==> config.mk <==
export PLATFORM = sky130hd
export DESIGN_NAME = pipe_skid_reg
export DESIGN_NICKNAME = d
export VERILOG_FILES = /design/src/rtl/pipe_pkg.sv /design/src/rtl/pipe_entry.sv /design/src/rtl/pipe_skid_reg.sv
export SDC_FILE = /design/constraint.sdc
export NUM_CORES = 1
export LEC_CHECK = 0
export CORE_ASPECT_RATIO = 0.8
export CORE_MARGIN = 1
export CORE_UTILIZATION = 57
export CTS_CLUSTER_DIAMETER = 150
export DETAILED_ROUTE_END_ITERATION = 7
export DONT_BUFFER_PORTS = 1
export PLACE_DENSITY = 0.75
export SYNTH_ARGS = -nofsm -noshare
export SYNTH_HDL_FRONTEND = slang
export SYNTH_SLANG_ARGS = --single-unit
==> constraint.sdc <==
create_clock -name clk -period 1.4 [get_ports clk]
set_input_delay 0.21 -clock clk [delete_from_list [all_inputs] [get_ports clk]]
set_output_delay 0.21 -clock clk [all_outputs]
set_load 0.01 [all_outputs]
==> src/rtl/pipe_pkg.sv <==
// Shared types and defaults for the elastic pipeline stage registers.
package pipe_pkg;

  localparam int DEF_LANES  = 2;
  localparam int DEF_WIDTH  = 64;
  localparam int DEF_SIDE_W = 7;
  localparam int DEF_CNT_W  = 8;

  typedef logic [DEF_LANES-1:0]  lane_vec_t;
  typedef logic [DEF_SIDE_W-1:0] side_t;

  typedef enum logic [1:0] {EMPTY, FULL, FULL_SKID} entry_state_e;

  function automatic entry_state_e occ_state(input logic out_full, input logic skid_full);
    if (skid_full) return FULL_SKID;
    if (out_full)  return FULL;
    return EMPTY;
  endfunction

endpackage

==> src/rtl/pipe_entry.sv <==
// One storage entry of the stage: lane valids, payload and sampled sideband.
module pipe_entry
  import pipe_pkg::*;
#(
  parameter int LANES  = DEF_LANES,
  parameter int WIDTH  = DEF_WIDTH,
  parameter int SIDE_W = DEF_SIDE_W
) (
  input  logic                   clk,
  input  logic                   reset,
  input  logic                   i_load,
  input  logic                   i_clear,
  input  logic [LANES-1:0]       i_kill,
  input  logic                   i_track,
  input  logic [LANES-1:0]       i_valid,
  input  logic [LANES*WIDTH-1:0] i_data,
  input  logic [SIDE_W-1:0]      i_side,
  input  logic [SIDE_W-1:0]      i_side_live,
  output logic [LANES-1:0]       o_valid,
  output logic [LANES*WIDTH-1:0] o_data,
  output logic [SIDE_W-1:0]      o_side
);

  logic [LANES-1:0]       r_valid;
  logic [LANES*WIDTH-1:0] r_data;
  logic [SIDE_W-1:0]      r_side;

  // NOTE: non-blocking assignments only in clocked blocks; payload is reset as well
  // because downstream observes out_data directly and expects zero after reset/flush.
  always_ff @(posedge clk) begin
    if (!reset || i_clear) begin
      r_valid <= '0;
      r_data  <= '0;
      r_side  <= '0;
    end else if (i_load) begin
      r_valid <= i_valid;
      r_data  <= i_data;
      r_side  <= i_side;
    end else begin
      r_valid <= r_valid & ~i_kill;
      if (i_track) r_side <= i_side_live;
    end
  end

  assign o_valid = r_valid;
  assign o_data  = r_data;
  assign o_side  = r_side;

endmodule

==> src/rtl/pipe_skid_reg.sv <==
// Elastic pipeline register: output entry plus optional skid entry, flush, lane kill,
// sideband tracking, first-cycle flag and saturating stall counter.
module pipe_skid_reg
  import pipe_pkg::*;
#(
  parameter int LANES  = DEF_LANES,
  parameter int WIDTH  = DEF_WIDTH,
  parameter int SIDE_W = DEF_SIDE_W,
  parameter int SKID   = 1,
  parameter int CNT_W  = DEF_CNT_W
) (
  input  logic                   clk,
  input  logic                   reset,
  input  logic [LANES-1:0]       in_valid,
  input  logic [LANES*WIDTH-1:0] in_data,
  output logic                   in_ready,
  output logic [LANES-1:0]       out_valid,
  output logic [LANES*WIDTH-1:0] out_data,
  input  logic                   out_ready,
  input  logic                   flush,
  input  logic [LANES-1:0]       kill_mask,
  input  logic [SIDE_W-1:0]      side_in,
  input  logic                   wait_ex,
  output logic [SIDE_W-1:0]      side_out,
  output logic                   first_cycle,
  output logic [CNT_W-1:0]       stall_cnt
);

  entry_state_e           r_state, w_state_nxt;
  logic                   w_out_full, w_skid_full, w_in_fire, w_out_fire;
  logic                   w_out_load, w_skid_load, w_out_nxt, w_skid_nxt;
  logic [LANES-1:0]       w_out_d_valid, w_skid_d_valid, w_skid_valid;
  logic [LANES*WIDTH-1:0] w_out_d_data, w_skid_data;
  logic [SIDE_W-1:0]      w_out_d_side, w_skid_side;
  logic                   r_first_cycle;
  logic [CNT_W-1:0]       r_stall_cnt;

  assign w_out_full  = |out_valid;
  assign w_skid_full = (r_state == FULL_SKID);
  assign in_ready    = (SKID != 0) ? ~w_skid_full : (~w_out_full | out_ready);
  assign w_in_fire   = in_ready & (|in_valid);
  assign w_out_fire  = w_out_full & out_ready;
  assign w_out_load  = ~w_out_full | w_out_fire;

  // NOTE: every always_comb output gets a default first so no latch can be inferred.
  always_comb begin
    w_out_d_valid  = w_in_fire ? in_valid : '0;
    w_out_d_data   = in_data;
    w_out_d_side   = side_in;
    if (w_skid_full) begin
      w_out_d_valid = w_skid_valid;
      w_out_d_data  = w_skid_data;
      w_out_d_side  = w_skid_side;
    end
    // Skid only captures when the output entry cannot take the group; otherwise it drains.
    w_skid_load    = w_out_load | w_in_fire;
    w_skid_d_valid = (w_in_fire && !w_out_load) ? in_valid : '0;
    w_out_nxt      = ~flush & (w_out_load ? (|w_out_d_valid) : (|(out_valid & ~kill_mask)));
    w_skid_nxt     = (SKID != 0) & ~flush & (w_skid_load ? (|w_skid_d_valid) : w_skid_full);
    w_state_nxt    = occ_state(w_out_nxt, w_skid_nxt);
  end

  always_ff @(posedge clk) begin
    if (!reset) r_state <= EMPTY;
    else        r_state <= w_state_nxt;
  end

  pipe_entry #(.LANES(LANES), .WIDTH(WIDTH), .SIDE_W(SIDE_W)) u_out (
    .clk(clk), .reset(reset), .i_load(w_out_load), .i_clear(flush), .i_kill(kill_mask),
    .i_track(wait_ex), .i_valid(w_out_d_valid), .i_data(w_out_d_data), .i_side(w_out_d_side),
    .i_side_live(side_in), .o_valid(out_valid), .o_data(out_data), .o_side(side_out)
  );

  if (SKID != 0) begin : g_skid
    pipe_entry #(.LANES(LANES), .WIDTH(WIDTH), .SIDE_W(SIDE_W)) u_skid (
      .clk(clk), .reset(reset), .i_load(w_skid_load), .i_clear(flush), .i_kill('0),
      .i_track(1'b0), .i_valid(w_skid_d_valid), .i_data(in_data), .i_side(side_in),
      .i_side_live(side_in), .o_valid(w_skid_valid), .o_data(w_skid_data), .o_side(w_skid_side)
    );
  end else begin : g_no_skid
    assign w_skid_valid = '0;
    assign w_skid_data  = '0;
    assign w_skid_side  = '0;
  end

  always_ff @(posedge clk) begin
    if (!reset || flush || w_out_load) begin
      r_first_cycle <= 1'b1;
      r_stall_cnt   <= '0;
    end else begin
      r_first_cycle <= 1'b0;
      if (!out_ready && r_stall_cnt != '1) r_stall_cnt <= r_stall_cnt + 1'b1;
    end
  end

  assign first_cycle = r_first_cycle;
  assign stall_cnt   = r_stall_cnt;

endmodule
# [Yosys cells after proc, flatten, opt, wreduce, memory -nomap -nowiden]
# Cells that the tools add are included.
[op_classes] bitwise=11 addsub=1 muxes=18 n_eq_ne=2 reduce_logical=13
[op_table] cell="$mux W128" n=1
[op_table] cell="$mux W7" n=3
[op_table] cell="$mux W2" n=8
[op_table] cell="$reduce_or A2 Y1" n=5
[op_table] cell="$add A8 B1 Y8 const B" n=1
[op_table] cell="$ne A8 B8 Y1 const B" n=1
[op_table] cell="$mux W1" n=6
[op_table] cell="$and A1 B1 Y1" n=4
[op_table] cell="$logic_not A1 Y1" n=3
[op_table] cell="$not A1 Y1" n=3
[op_table] cell="$and A2 B2 Y2" n=1
[op_table] cell="$eq A2 B2 Y1 const B" n=1
[op_table] cell="$logic_and A1 B1 Y1" n=2
[op_table] cell="$logic_or A1 B1 Y1" n=2
[op_table] cell="$not A2 Y2" n=1
[op_table] cell="$or A1 B1 Y1" n=2
[op_table] cell="$reduce_bool A2 Y1" n=1
[word_totals] word_cells=54 output_inout_bits=147 ff_bits=285 input_bits=144

# [Logic depth before layout (Yosys ltp)]
[logic_depth] ltp_word=13 ltp_mapped=8 depth_no_buf=5

# [Modules after synthesis]
# A second synthesis with hierarchy kept.
[unflattened] cells_unflattened=1411 area_unflattened_um2=12249.2
[by_module_without_submodules] module="pipe_entry" cells_per_inst=454 n_inst=2 seq_area_each_um2=2742.6 area_per_inst_um2=5007.3
[by_module_without_submodules] module="pipe_skid_reg" cells_per_inst=503 n_inst=1 seq_area_each_um2=220.2 area_per_inst_um2=2234.6

# [Worst setup path after synthesis]
# No wires, ideal clock.
[synth_timing] path_kind="flip-flop to flip-flop" startpoint="register r_stall_cnt[0] (netlist: stall_cnt[0])" endpoint="register r_stall_cnt[4] (netlist: stall_cnt[4])" required_ns=1.276 slack_ns=-0.037 n_path_buf=0 stages_incl_launch_ff=5 setup_ns=0.124 arrival_ns=1.313 period_less_slack_ns=1.437 path_cell_list="dfxtp_1 -> ha_1 -> nor2b_1 -> nor4bb_1 -> nor3_1"
[synth_via] elab_chain_cells=2 word_cells_on_any_way=3 classes_between="add/sub: 1; eq/ne: 1; reduce/logical: 1"
[synth_lines] element="start: declaration" line_no="pipe_skid_reg.sv:36" rtl="logic [CNT_W-1:0] r_stall_cnt;"
[synth_lines] element="start signal: assignment" line_no="pipe_skid_reg.sv:92" rtl="if (!out_ready && r_stall_cnt != '1) r_stall_cnt <= r_stall_cnt + 1'b1;"
[synth_lines] element="parallel branches: the longest is 2 deep, another holds $add A8 B1 Y8"
# Several ways; the timed one is not identified.
# A chain may end at the register's enable or synchronous reset.

# [Worst setup path after layout]
[layout_timing] startpoint="register r_state[1]" endpoint="register u_out.r_data[76] (netlist: u_out.o_data[76])"
[layout_via] elab_chain_cells=2
[layout_lines] element="start: declaration" line_no="pipe_skid_reg.sv:29" rtl="entry_state_e r_state, w_state_nxt;"
[layout_lines] element="start signal: assignment" line_no="pipe_skid_reg.sv:65" rtl="else r_state <= w_state_nxt;"
[layout_lines] element="$eq A2 B2 Y1" line_no="pipe_skid_reg.sv:39" rtl="assign w_skid_full = (r_state == FULL_SKID);"
[layout_lines] element="$mux W128" line_no="pipe_skid_reg.sv:50" rtl="if (w_skid_full) begin"
[layout_lines] element="end signal: assignment" line_no="pipe_entry.sv:37" rtl="r_data <= i_data;"
[layout_lines] element="end: declaration" line_no="pipe_entry.sv:25" rtl="logic [LANES*WIDTH-1:0] r_data;"
# No other way between the ends.

==> out/results.txt <==
The flow ran to the end, but the final reports show violations. No sink is reached through more buffers than the 3 on the longest clock path. Setup repair after global routing could not meet its margin everywhere.

The per-cell routed wire length came out at 21.7 um. The run gives 50.6 mm as the wire length of the first global-routing pass. Global routing consumed, on the met3 layer, 9.43% of the routing resources.

In this run, synthesis produced a sequential element count of 285. Detailed routing inserted a total of 11700 vias. For this block, the initial DRC count from the detailed router was 1165.

Fill cells in the final layout number 961. Data on the critical path is required at its endpoint by 1.80 ns. Synthesis instantiated 33 different standard cells from the library. The die footprint was 20000 um2; the largest clock skew in the final design was 0.0146 ns. The initialized floorplan defines 45 standard-cell rows. The number of top-level pins was 291. After synthesis, the mean cell area works out to 7.80 um2. Total chip power: 18300 uW. Subtracting the final worst setup slack from the clock period gives 1.65 ns.

The number of DRC violations after detailed routing came out at 0. met2 is the most crowded layer. In the post-synthesis netlist, the biggest area contributors are sky130_fd_sc_hd__dfxtp_1 52%, sky130_fd_sc_hd__nand2_1 18%, sky130_fd_sc_hd__a311oi_1 10%. The element type at the critical path end was a flop.

The slowest stage of the critical path belongs to the cell sky130_fd_sc_hd__a311oi_1. Total power per unit cell area: 1160 nW/um2. The total routing usage reported by global routing was 31.3%; the core footprint was 19000 um2. The final clock period utilization by the worst path was 118%. Entering global routing, the biggest net connects 71 pins. After the last flow step, the layout net total stands at 1737.

Prior to clock tree synthesis, the placed netlist has a worst setup slack of -0.0474 ns. The worst path setup slack after routing is -0.252 ns. The run gives 0 as the count of max-cap constraint violations. The count of input and output buffers was 0. The number of slew-limit violations in the final report came out at 0.

The area of the multi-input gates is 5580 um2, and the overall routed net length is 40.7 mm. The post-synthesis cell area came out at 11100 um2. In this run the static leakage power is 0.00703 uW.

The tools report the number of global-route vias before repair as 10000. The signal on the critical path passes through nor2b_4, buf_4, buf_12, bufbuf_16, nand2_1, a311oi_1. Clock sink count: 285. The checks that failed: negative setup slack. Relative to the synthesized area, the layout overhead comes to 42.9%.

The actual transition at the worst max-transition pin works out to 0.381 ns. Global routing used 52.3% of the available met2 tracks. The fraction of layout instances using a drive strength above 1 was 20.1%. The die is 158 um wide.

The logs give 0 for the aggregate global routing overflow and 0.834 for the routability-driven placement congestion ratio. The number of H-tree levels came out at 1. For this run, the share of the core covered by cells in the final layout is 83.4%. In this run the vertical extent of the chip is 127 um. The share of the Yosys chip area taken by registers is 51.5%. The number of antenna violations at the first check in global routing was 2; the post-placement cell count was 1634.

Register area: 5710 um2. Across the VDD grid, the largest voltage drop is 1.15 mV. The worst pin sits at a relative slew slack of 74.6%.

Clock input transition at the sequential cells of the worst setup and hold paths: 0.06 ns. The worst setup path is launched from a flop. For the post-synthesis cell count, the log shows 1420.

The worst hold slack across all endpoints was 0.0426 ns. Leaving out fill and tap cells, the most frequent cell in the layout is sky130_fd_sc_hd__nand2_1. Clock latency on the worst-skew pair, taken at its later pin, is 0.53 ns.

The detail route stage leaves a number of antenna-violating nets equal to 0. Mean number of vias per cell: 6.23. The maximum net fanout on the critical path works out to 15. The count of cells in the finished layout, fillers not included, comes to 1871. The tree is rooted in a sky130_fd_sc_hd__clkbuf_16. The critical path is of the reg -> reg type. For the number of iterations in the first detailed-routing pass, the log shows 7. In this design, the stage delay of the slowest critical-path cell is 0.34 ns.

In the layout the commonest cells are 489 x sky130_fd_sc_hd__nand2_1, 283 x sky130_fd_sc_hd__dfxtp_1, 140 x sky130_fd_sc_hd__nor2_1, 140 x sky130_fd_sc_hd__dlygate4sd3_1, 107 x sky130_fd_sc_hd__a311oi_1. The path category of the worst min-delay check was in -> reg. The tools report the starting utilization of the core area as 58.4%. For the count of final hold-check violations, the log shows 0. The tools report the total of endpoints with negative setup slack in the final report as 253.

The logs give 1565 for the net count after synthesis and 38.0% for the global-route met1 utilization. Library cell with the largest summed area after synthesis: sky130_fd_sc_hd__dfxtp_1. The tools report the arrival time of the worst setup path as 2.05 ns. TritonCTS built the clock tree. The top cell type's share of synthesized area is 51.5%. Buffers inserted during clock tree synthesis total 27. The peak clock frequency supported by timing was 605 MHz; the final HPWL from detailed placement was 18.6 mm. The Yosys step of the flow raised 0 warnings.
-- worst max-delay path: cells and delay by family, from the launching register on --
family / cells / cell delay (ns)
compound gates: 1 / 0.34
buf+inv: 3 / 0.62
flops: 1 / 0.32
simple gates: 2 / 0.23
-- metal layers --
| metal | wire length (um) | up-vias |
|---|---|---|
| met5 | 0 | - |
| met4 | 1720 | 0 |
| met3 | 4510 | 176 |
| met2 | 19500 | 762 |
| met1 | 14900 | 5568 |
| li1 | - | 5155 |
-- power breakdown --
| group | internal (uW) | leakage (uW) | switching (uW) |
|---|---|---|---|
| logic | 834 | 0.00423 | 976 |
| registers | 8480 | 0.00234 | 404 |
| clock network | 4410 | 0.000462 | 3190 |
-- sequential cells by signal (all words and copies together), names as in the netlist --
signal                 cells
g_skid.u_skid.o_data     128
u_out.o_data             128
stall_cnt                  8
g_skid.u_skid.o_side       7
u_out.o_side               7
g_skid.u_skid.o_valid      2
r_state                    2
u_out.o_valid              2
first_cycle                1
-- stage by stage --
| stage | TNS, ns | cell area (um2) |
|---|---|---|
| finish | -31.94 | 15800 |
| global route | -45.35 | 15800 |
| global placement | 0 | 11800 |
| floorplan | -0.868 | 11100 |
| detailed placement | -0.168 | 11800 |
| CTS | -8.87 | 14500 |
-- cell families (layout without fill, tap and decap cells) --
logic type,count (synthesis),in the layout,synth area share (%)
flops,285,285,51.5
other cells,0,2,0
buf+inv,120,311,5.05
simple gates,705,705,24.5
fa+ha+maj,1,1,0.113
xor+xnor,4,4,0.316
compound gates,305,305,18.6
-- worst paths after layout --
path | cells past startpoint | slack, ns | endpoint | start
max | 6 | -0.25 | u_out.o_data[76] | r_state[1]
min | 2 | 0.04 | g_skid.u_skid.o_data[126] | flush
max reg2reg | 6 | -0.25 | u_out.o_data[76] | r_state[1]
min reg2reg | 2 | 0.45 | g_skid.u_skid.o_data[107] | g_skid.u_skid.o_data[107]
-- layout make-up --
type / instances / area share (%)
clock inverters: 5 / 0.356
multi-input cells: 1015 / 35.2
repair buffers: 262 / 20.8
inverters: 1 / 0.0395
diodes: 2 / 0.0316
clock buffers: 43 / 5.47
well taps: 258 / 2.04
flip-flops and latches: 285 / 36.1
-- cells in the mapped netlist, drive strengths merged --
master,number
a21oi,159
a2111oi,1
a311oi,128
or2,1
o21ba,1
nand4b,3
xnor2,4
and4,1
a22oi,2
nor3,3
clkbuf,60
nand3,3
nand2b,4
o21ai,8
nor2b,3
o21bai,1
nor4bb,1
ha,1
a211oi,2
and4b,1
nor2,140
inv,1
buf,59
dfxtp,285
nand2,544
a31oi,1
and3,1
o21a,2
-- timing repair --
action,4_1_cts,5_1_grt
resized for setup,21,208
buffers inserted,8,12
gates cloned,6,21
hold endpoints to repair,281,0
hold buffers,140,0
setup endpoints to repair,54,269
pin swaps,5,89
No activity file was read; power rests on OpenSTA's default activity.
